[src/rtl/instr_exec_seq_if.sv]
// Result stream of the execution sequencer: one signed result per executed instruction,
// moved with a valid/ready handshake.
interface instr_exec_seq_if;
  logic               res_valid;
  logic               res_ready;
  logic signed [63:0] res_data;
  logic [4:0]         res_ptr;
  logic [3:0]         res_opc;
  logic               res_err;

  modport master (
    output res_valid, res_data, res_ptr, res_opc, res_err,
    input  res_ready
  );

  modport slave (
    input  res_valid, res_data, res_ptr, res_opc, res_err,
    output res_ready
  );
endinterface

[src/rtl/instr_exec_seq.sv]
// Execution sequencer: walks instruction-register locations, executes each stored instruction
// and streams one signed 64-bit result per instruction; DIV/MOD use an iterative divider.
module instr_exec_seq #(
  parameter int unsigned DIV_STEPS = 32
) (
  input  logic               i_clk,
  input  logic               i_reset,
  input  logic               i_start,
  input  logic [4:0]         i_start_ptr,
  input  logic [5:0]         i_count,
  output logic [4:0]         o_read_pointer,
  input  logic [67:0]        i_instruction_word,
  instr_exec_seq_if.master   res_if,
  output logic               o_busy,
  output logic               o_done
);
  localparam int unsigned CntW = $clog2(DIV_STEPS + 1);
  localparam logic [CntW-1:0] LastStep = CntW'(DIV_STEPS - 1);

  typedef enum logic [2:0] {StIdle, StFetch, StExec, StDivide, StOut} state_e;

  state_e             r_state, w_state_d;
  logic [4:0]         r_ptr;
  logic [5:0]         r_remaining;
  logic [3:0]         r_opc;
  logic [31:0]        r_op_a, r_op_b;
  logic signed [63:0] r_res_data;
  logic               r_res_err;
  logic               r_done;
  logic [31:0]        r_div_rem, r_div_quo, r_div_dsor;
  logic [CntW-1:0]    r_div_cnt;
  logic               r_neg_q, r_neg_r, r_is_mod;

  logic               w_start_ok, w_is_div, w_b_zero;
  logic signed [63:0] w_a64, w_b64, w_exec_data;
  logic               w_exec_err;
  logic [31:0]        w_a_mag, w_b_mag;
  logic [32:0]        w_div_shift;
  logic               w_div_ge;
  logic [31:0]        w_div_sub, w_div_rem_n, w_div_quo_n;
  logic [63:0]        w_q64, w_r64, w_div_res;

  assign w_start_ok = i_start && (i_count != 6'd0);
  assign w_is_div   = (r_opc == 4'd6) || (r_opc == 4'd7);
  assign w_b_zero   = (r_op_b == 32'd0);
  assign w_a64      = signed'({{32{r_op_a[31]}}, r_op_a});
  assign w_b64      = signed'({{32{r_op_b[31]}}, r_op_b});
  assign w_a_mag    = r_op_a[31] ? (~r_op_a + 32'd1) : r_op_a;
  assign w_b_mag    = r_op_b[31] ? (~r_op_b + 32'd1) : r_op_b;

  always_comb begin
    w_exec_data = '0;
    w_exec_err  = 1'b0;
    case (r_opc)
      4'd0:       w_exec_data = '0;
      4'd1:       w_exec_data = w_a64;
      4'd2:       w_exec_data = w_b64;
      4'd3:       w_exec_data = w_a64 + w_b64;
      4'd4:       w_exec_data = w_a64 - w_b64;
      4'd5:       w_exec_data = w_a64 * w_b64;
      4'd6, 4'd7: w_exec_err  = w_b_zero;
      default:    w_exec_err  = 1'b1;
    endcase
  end

  // Restoring step on magnitudes; the remainder stays below the divisor, so 32 bits hold it.
  assign w_div_shift = {r_div_rem, r_div_quo[31]};
  assign w_div_ge    = w_div_shift >= {1'b0, r_div_dsor};
  assign w_div_sub   = w_div_shift[31:0] - r_div_dsor;
  assign w_div_rem_n = w_div_ge ? w_div_sub : w_div_shift[31:0];
  assign w_div_quo_n = {r_div_quo[30:0], w_div_ge};
  assign w_q64       = {32'd0, w_div_quo_n};
  assign w_r64       = {32'd0, w_div_rem_n};
  assign w_div_res   = r_is_mod ? (r_neg_r ? -w_r64 : w_r64) : (r_neg_q ? -w_q64 : w_q64);

  always_ff @(posedge i_clk or posedge i_reset) begin
    if (i_reset) r_state <= StIdle;
    else         r_state <= w_state_d;
  end

  always_comb begin
    w_state_d = r_state;
    unique case (r_state)
      StIdle:   if (w_start_ok) w_state_d = StFetch;
      StFetch:  w_state_d = StExec;
      StExec:   w_state_d = (w_is_div && !w_b_zero) ? StDivide : StOut;
      StDivide: if (r_div_cnt == LastStep) w_state_d = StOut;
      StOut:    if (res_if.res_ready) w_state_d = (r_remaining == 6'd1) ? StIdle : StFetch;
      default:  w_state_d = StIdle;
    endcase
  end

  always_comb begin
    o_busy           = (r_state != StIdle);
    o_done           = r_done;
    o_read_pointer   = r_ptr;
    res_if.res_valid = (r_state == StOut);
    res_if.res_data  = r_res_data;
    res_if.res_ptr   = r_ptr;
    res_if.res_opc   = r_opc;
    res_if.res_err   = r_res_err;
  end

  always_ff @(posedge i_clk or posedge i_reset) begin
    if (i_reset) begin
      r_ptr       <= '0;
      r_remaining <= '0;
      r_opc       <= '0;
      r_op_a      <= '0;
      r_op_b      <= '0;
      r_res_data  <= '0;
      r_res_err   <= 1'b0;
      r_done      <= 1'b0;
      r_div_rem   <= '0;
      r_div_quo   <= '0;
      r_div_dsor  <= '0;
      r_div_cnt   <= '0;
      r_neg_q     <= 1'b0;
      r_neg_r     <= 1'b0;
      r_is_mod    <= 1'b0;
    end else begin
      r_done <= 1'b0;
      case (r_state)
        StIdle: if (w_start_ok) begin
          r_ptr       <= i_start_ptr;
          r_remaining <= (i_count > 6'd32) ? 6'd32 : i_count;
        end
        StFetch: begin
          r_opc  <= i_instruction_word[67:64];
          r_op_a <= i_instruction_word[63:32];
          r_op_b <= i_instruction_word[31:0];
        end
        StExec: begin
          r_res_data <= w_exec_data;
          r_res_err  <= w_exec_err;
          if (w_is_div && !w_b_zero) begin
            r_div_rem  <= '0;
            r_div_quo  <= w_a_mag;
            r_div_dsor <= w_b_mag;
            r_div_cnt  <= '0;
            r_neg_q    <= r_op_a[31] ^ r_op_b[31];
            r_neg_r    <= r_op_a[31];
            r_is_mod   <= (r_opc == 4'd7);
          end
        end
        StDivide: begin
          r_div_rem <= w_div_rem_n;
          r_div_quo <= w_div_quo_n;
          r_div_cnt <= r_div_cnt + 1'b1;
          if (r_div_cnt == LastStep) r_res_data <= signed'(w_div_res);
        end
        StOut: if (res_if.res_ready) begin
          r_remaining <= r_remaining - 6'd1;
          if (r_remaining != 6'd1) r_ptr <= r_ptr + 5'd1;
          else                     r_done <= 1'b1;
        end
        default: ;
      endcase
    end
  end
endmodule

[src/flat_wrapper.sv]
// flat-port wrapper written by rule: the top's interface ports become plain ports
module instr_exec_seq_flat 
#(
  parameter int unsigned DIV_STEPS = 32
)
  (i_clk, i_reset, i_start, i_start_ptr, i_count, o_read_pointer, i_instruction_word, o_busy, o_done, res_if_res_valid, res_if_res_data, res_if_res_ptr, res_if_res_opc, res_if_res_err, res_if_res_ready);
  instr_exec_seq_if res_if_i ();
  input  logic i_clk;
  input  logic i_reset;
  input  logic i_start;
  input  logic [4:0] i_start_ptr;
  input  logic [5:0] i_count;
  output logic [4:0] o_read_pointer;
  input  logic [67:0] i_instruction_word;
  output logic o_busy;
  output logic o_done;
  output wire logic [$bits(res_if_i.res_valid)-1:0] res_if_res_valid;
  output wire logic [$bits(res_if_i.res_data)-1:0] res_if_res_data;
  output wire logic [$bits(res_if_i.res_ptr)-1:0] res_if_res_ptr;
  output wire logic [$bits(res_if_i.res_opc)-1:0] res_if_res_opc;
  output wire logic [$bits(res_if_i.res_err)-1:0] res_if_res_err;
  input wire logic [$bits(res_if_i.res_ready)-1:0] res_if_res_ready;
  assign res_if_res_valid = res_if_i.res_valid;
  assign res_if_res_data = res_if_i.res_data;
  assign res_if_res_ptr = res_if_i.res_ptr;
  assign res_if_res_opc = res_if_i.res_opc;
  assign res_if_res_err = res_if_i.res_err;
  assign res_if_i.res_ready = res_if_res_ready;
  instr_exec_seq #(.DIV_STEPS(DIV_STEPS)) u_core (.i_clk(i_clk), .i_reset(i_reset), .i_start(i_start), .i_start_ptr(i_start_ptr), .i_count(i_count), .o_read_pointer(o_read_pointer), .i_instruction_word(i_instruction_word), .res_if(res_if_i), .o_busy(o_busy), .o_done(o_done));
endmodule
[config.mk]
export PLATFORM = sky130hd
export DESIGN_NAME = instr_exec_seq_flat
export DESIGN_NICKNAME = d
export VERILOG_FILES = /design/src/rtl/instr_exec_seq_if.sv /design/src/rtl/instr_exec_seq.sv /design/src/flat_wrapper.sv
export SDC_FILE = /design/constraint.sdc
export NUM_CORES = 2
export LEC_CHECK = 0
export CORE_MARGIN = 1
export CORE_UTILIZATION = 47
export CTS_CLUSTER_DIAMETER = 120
export DETAILED_ROUTE_END_ITERATION = 7
export PLACE_DENSITY_LB_ADDON = 0.08
export SETUP_SLACK_MARGIN = 0.5
export SYNTH_ARGS = -nofsm -noshare
export SYNTH_HDL_FRONTEND = slang
export SYNTH_SLANG_ARGS = --single-unit
[constraint.sdc]
create_clock -name i_clk -period 27.3 [get_ports i_clk]
set_input_delay 4.095 -clock i_clk [delete_from_list [all_inputs] [get_ports i_clk]]
set_output_delay 4.095 -clock i_clk [all_outputs]
set_load 0.01 [all_outputs]
==> impl_metrics.xml <==
<?xml version="1.0" encoding="UTF-8"?>
<metrics>
  <group name="place">
    <metric name="post-dp-hpwl" unit="um">147000</metric>
    <metric name="io_buffer_count" unit="">164</metric>
    <metric name="place_congestion" unit="">0.935</metric>
  </group>
  <group name="clock_network">
    <metric name="clk_path_buf_depth" unit="">3</metric>
    <metric name="post_cts_sizing_count" unit="">0</metric>
    <metric name="h-tree-depth" unit="">2</metric>
    <metric name="clk_root_buffer_cell" unit="">clkbuf_16</metric>
    <metric name="numCtsBuffers" unit="">35</metric>
    <metric name="cts_sinks" unit="">253</metric>
    <metric name="tritoncts" unit="">yes</metric>
    <metric name="cts-hold-fix-buffers" unit="">0</metric>
    <metric name="worstSkewPairLatency" unit="ns">0.58</metric>
    <metric name="post_cts_buffers" unit="">0</metric>
    <metric name="worst_setup_hold_path_clk_slew" unit="ns">0.07</metric>
  </group>
  <group name="global_routing">
    <metric name="grt_start_max_net_pins" unit="">87</metric>
    <metric name="grt_antenna_before_repair" unit="">15</metric>
    <metric name="global_route_wire_length_before_repair" unit="um">304000</metric>
    <metric name="grt_use_total" unit="%">33.7</metric>
    <metric name="global_route.overflow_total" unit="">0</metric>
    <metric name="via_count_of_the_first_global_routing_pass" unit="">47990</metric>
  </group>
  <group name="yosys">
    <metric name="synth_largest_type_area_fraction" unit="%">39.0</metric>
    <metric name="largest_family_of_logic_cells_by_synthesized_area" unit="">adder cells</metric>
    <metric name="synth.area.mux_share" unit="%">1.21</metric>
    <metric name="synth.cell_area" unit="sq um">55700</metric>
    <metric name="yosys.area_share.simple" unit="%">16.3</metric>
    <metric name="synth_sequential_area_ratio" unit="%">11.4</metric>
    <metric name="mappedNetlistNets" unit="">7777</metric>
    <metric name="synth-edff-count" unit="">0</metric>
    <metric name="synth_adder_area_share" unit="%">45.5</metric>
    <metric name="post_synthesis_instance_total" unit="">6318</metric>
    <metric name="library_cell_occupying_the_most_area_in_the_post_synthesis_netlist" unit="">fa_1</metric>
    <metric name="synth_xor_xnor_area_share" unit="%">3.11</metric>
    <metric name="synthFlopType" unit="">dfrtp_1</metric>
    <metric name="syn-mean-instance-area" unit="sq um">8.82</metric>
    <metric name="synth_compound_area_share" unit="%">12.4</metric>
    <metric name="yosysWarningCount" unit="">0</metric>
    <metric name="netlist_top_cells_area" unit="">fa_1 39%, dfrtp_1 11%, inv_1 7.2%</metric>
    <metric name="synth.top_cells.by_count" unit="">1,085 x fa_1, 1,076 x inv_1, 738 x nand2_1, 450 x and2_1, 352 x clkbuf_1</metric>
    <metric name="netlist-cell-type-count" unit="">92</metric>
    <metric name="proportion_of_register_bits_with_asynchronous_set_or_reset_after_synthesis" unit="%">100</metric>
    <metric name="ys_seq_elements" unit="">253</metric>
    <metric name="synth_most_common_cell" unit="">fa_1</metric>
  </group>
  <group name="sta">
    <metric name="setup_tns" unit="ns">0</metric>
    <metric name="max_freq" unit="MHz">96.7</metric>
    <metric name="worst_slew_pin_tran" unit="ns">1.24</metric>
    <metric name="slew_violations" unit="">0</metric>
    <metric name="finalClockSkew" unit="ns">0.0370</metric>
    <metric name="grt_setup_unrepaired" unit="">no</metric>
    <metric name="post-route-period-util" unit="%">37.9</metric>
    <metric name="finalHoldWorstSlack" unit="ns">0.469</metric>
    <metric name="final_hold_viol_count" unit="">0</metric>
    <metric name="post_layout_minimum_cycle_time" unit="ns">10.34</metric>
    <metric name="worst_slew_margin_rel" unit="%">17.3</metric>
    <metric name="setup_violations" unit="">0</metric>
  </group>
  <group name="routing">
    <metric name="drc_errors" unit="">2</metric>
    <metric name="finalWirelength" unit="um">198000</metric>
    <metric name="routed_wire_length_per_instance" unit="um">25.5</metric>
    <metric name="ant_nets" unit="">0</metric>
    <metric name="viasPerCell" unit="">5.86</metric>
    <metric name="drt_iter0_markers" unit="">3884</metric>
    <metric name="detailedRoute.firstPassIterationCount" unit="">8</metric>
    <metric name="vias" unit="">45497</metric>
  </group>
  <group name="critical_path">
    <metric name="cell_at_the_slowest_stage_of_the_critical_path" unit="">dfrtp_1</metric>
    <metric name="crit_arrival" unit="ns">10.74</metric>
    <metric name="critPathMaxStageDelay" unit="ns">1.16</metric>
    <metric name="worst-setup-path-type" unit="">reg2reg</metric>
    <metric name="critical_path_required" unit="ns">27.70</metric>
    <metric name="crit_path_end_kind" unit="">flip-flop</metric>
    <metric name="critical_path.most_common_cell" unit="">fa_1</metric>
    <metric name="path_max_fanout" unit="">22</metric>
    <metric name="critPathLaunchType" unit="">flip-flop</metric>
  </group>
  <group name="floorplan">
    <metric name="core" unit="sq um">117000</metric>
    <metric name="num_rows" unit="">125</metric>
    <metric name="fp.dieW" unit="um">346</metric>
    <metric name="start_util" unit="%">47.7</metric>
    <metric name="die_area" unit="sq um">120000</metric>
    <metric name="io_pins" unit="">165</metric>
    <metric name="die_h" unit="um">346</metric>
  </group>
  <group name="finish">
    <metric name="ff_latch_area" unit="sq um">6340</metric>
    <metric name="post_synthesis_to_final_layout_area_growth" unit="%">7.13</metric>
    <metric name="final_nets" unit="">7667</metric>
    <metric name="multiInputGateArea" unit="sq um">43800</metric>
    <metric name="n_fill_cell" unit="">11172</metric>
    <metric name="share_of_cells_above_drive_strength_1" unit="%">4.09</metric>
  </group>
  <group name="status">
    <metric name="status" unit="">complete, but fails checks</metric>
    <metric name="failed_checks" unit="">design-rule violations</metric>
  </group>
  <group name="run">
    <metric name="number_of_maximum_capacitance_constraint_violations" unit="">0</metric>
  </group>
  <group name="hold_path">
    <metric name="holdCritPathClass" unit="">reg2reg</metric>
  </group>
</metrics>
==> critical path: cells and delay by family (launching register included) <==
kind | cells | cell delay (ns)
compound gates | 5 | 0.96
xor+xnor | 1 | 0.13
fa+ha+maj | 9 | 5.26
buf+inv | 6 | 1.25
flops | 1 | 1.16
simple gates | 5 | 1.38
==> final timing paths <==
check	from	end	slack [ns]	cells past startpoint
hold reg to reg	u_core.res_if.res_data[9]$_DFFE_PP0P_	u_core.res_if.res_data[9]$_DFFE_PP0P_	0.47	2
hold / removal	u_core.res_if.res_data[9]$_DFFE_PP0P_	u_core.res_if.res_data[9]$_DFFE_PP0P_	0.47	2
min in group asynchronous	i_reset	u_core.r_op_a[20]$_DFFE_PP0P_	4.03	2
setup reg to reg	u_core.r_op_b[3]$_DFFE_PP0P_	u_core.res_if.res_data[63]$_DFFE_PP0P_	16.96	26
max in group asynchronous	i_reset	u_core.res_if.res_data[41]$_DFFE_PP0P_	21.07	4
setup / recovery	u_core.r_op_b[3]$_DFFE_PP0P_	u_core.res_if.res_data[63]$_DFFE_PP0P_	16.96	26
==> cell families after synthesis <==
family	count (synthesis)
AND/OR/NAND/NOR	1878
buffers and inverters	1491
adder cells (fa/ha/maj)	1376
AO/OA/AOI/OAI	1059
flip-flops	253
XOR/XNOR	198
multiplexers	63
==> area by class of cell <==
cell class,count,area share [%]
antenna,1,0.00419
clock buffer,45,1.61
clock inverter,17,0.407
inverter,1081,6.81
multi-input combinational,4574,73.4
sequential,253,10.6
tap,1524,3.19
timing repair buffer,263,4.00
==> cell usage in the layout (no fill, tap or decap), types with 37 or more instances in the layout <==
cell type        count
ha_1               291
clkdlybuf4s50_1    164
and2_1             449
xor2_1              72
nor3_1              58
inv_1             1074
xnor2_1            126
dfrtp_1            246
nand2_1            737
fa_1              1085
a21o_1              63
o31ai_1             41
mux2_2              37
buf_4               99
a21oi_1            243
nor2_1             306
a31oi_1             37
nand3_1             83
nand2b_1            40
o21ai_0            318
==> layer usage <==
metal	global-route usage [%]	vias to the layer above	part of all wire, %
li1	-	19744	-
met1	45.3	23507	41
met2	55.3	1884	47
met3	5.00	360	7.4
met4	12.4	2	4.3
met5	0	-	0.010
==> through the flow <==
step / setup WS, ns / cell area, sq um / util, % / std cells
after global routing: 16.38 / 59700 / 51.1 / 7757
after CTS: 17.04 / 59700 / 51.1 / 7757
after global placement: 17.24 / 58500 / 50.1 / 7695
after detailed placement: 17.12 / 58500 / 50.1 / 7695
after floorplan: 16.25 / 55700 / - / 6318
final: 16.96 / 59700 / 51.1 / 7758
==> state kept, by name, indices dropped and copies added, names as in the netlist, 3 cells and up <==
signal and count:
u_core.r_div_dsor 32, u_core.r_div_rem 32, u_core.o_read_pointer 5, u_core.r_state 3, u_core.res_if.res_opc 4, u_core.r_div_quo 32
u_core.r_div_cnt 6, u_core.r_remaining 6, u_core.res_if.res_data 64, u_core.r_op_a 32, u_core.r_op_b 32
Power is left out: the tool's default activity adds up to more than one toggle a clock period on the data nets, which glitch-free logic cannot reach.
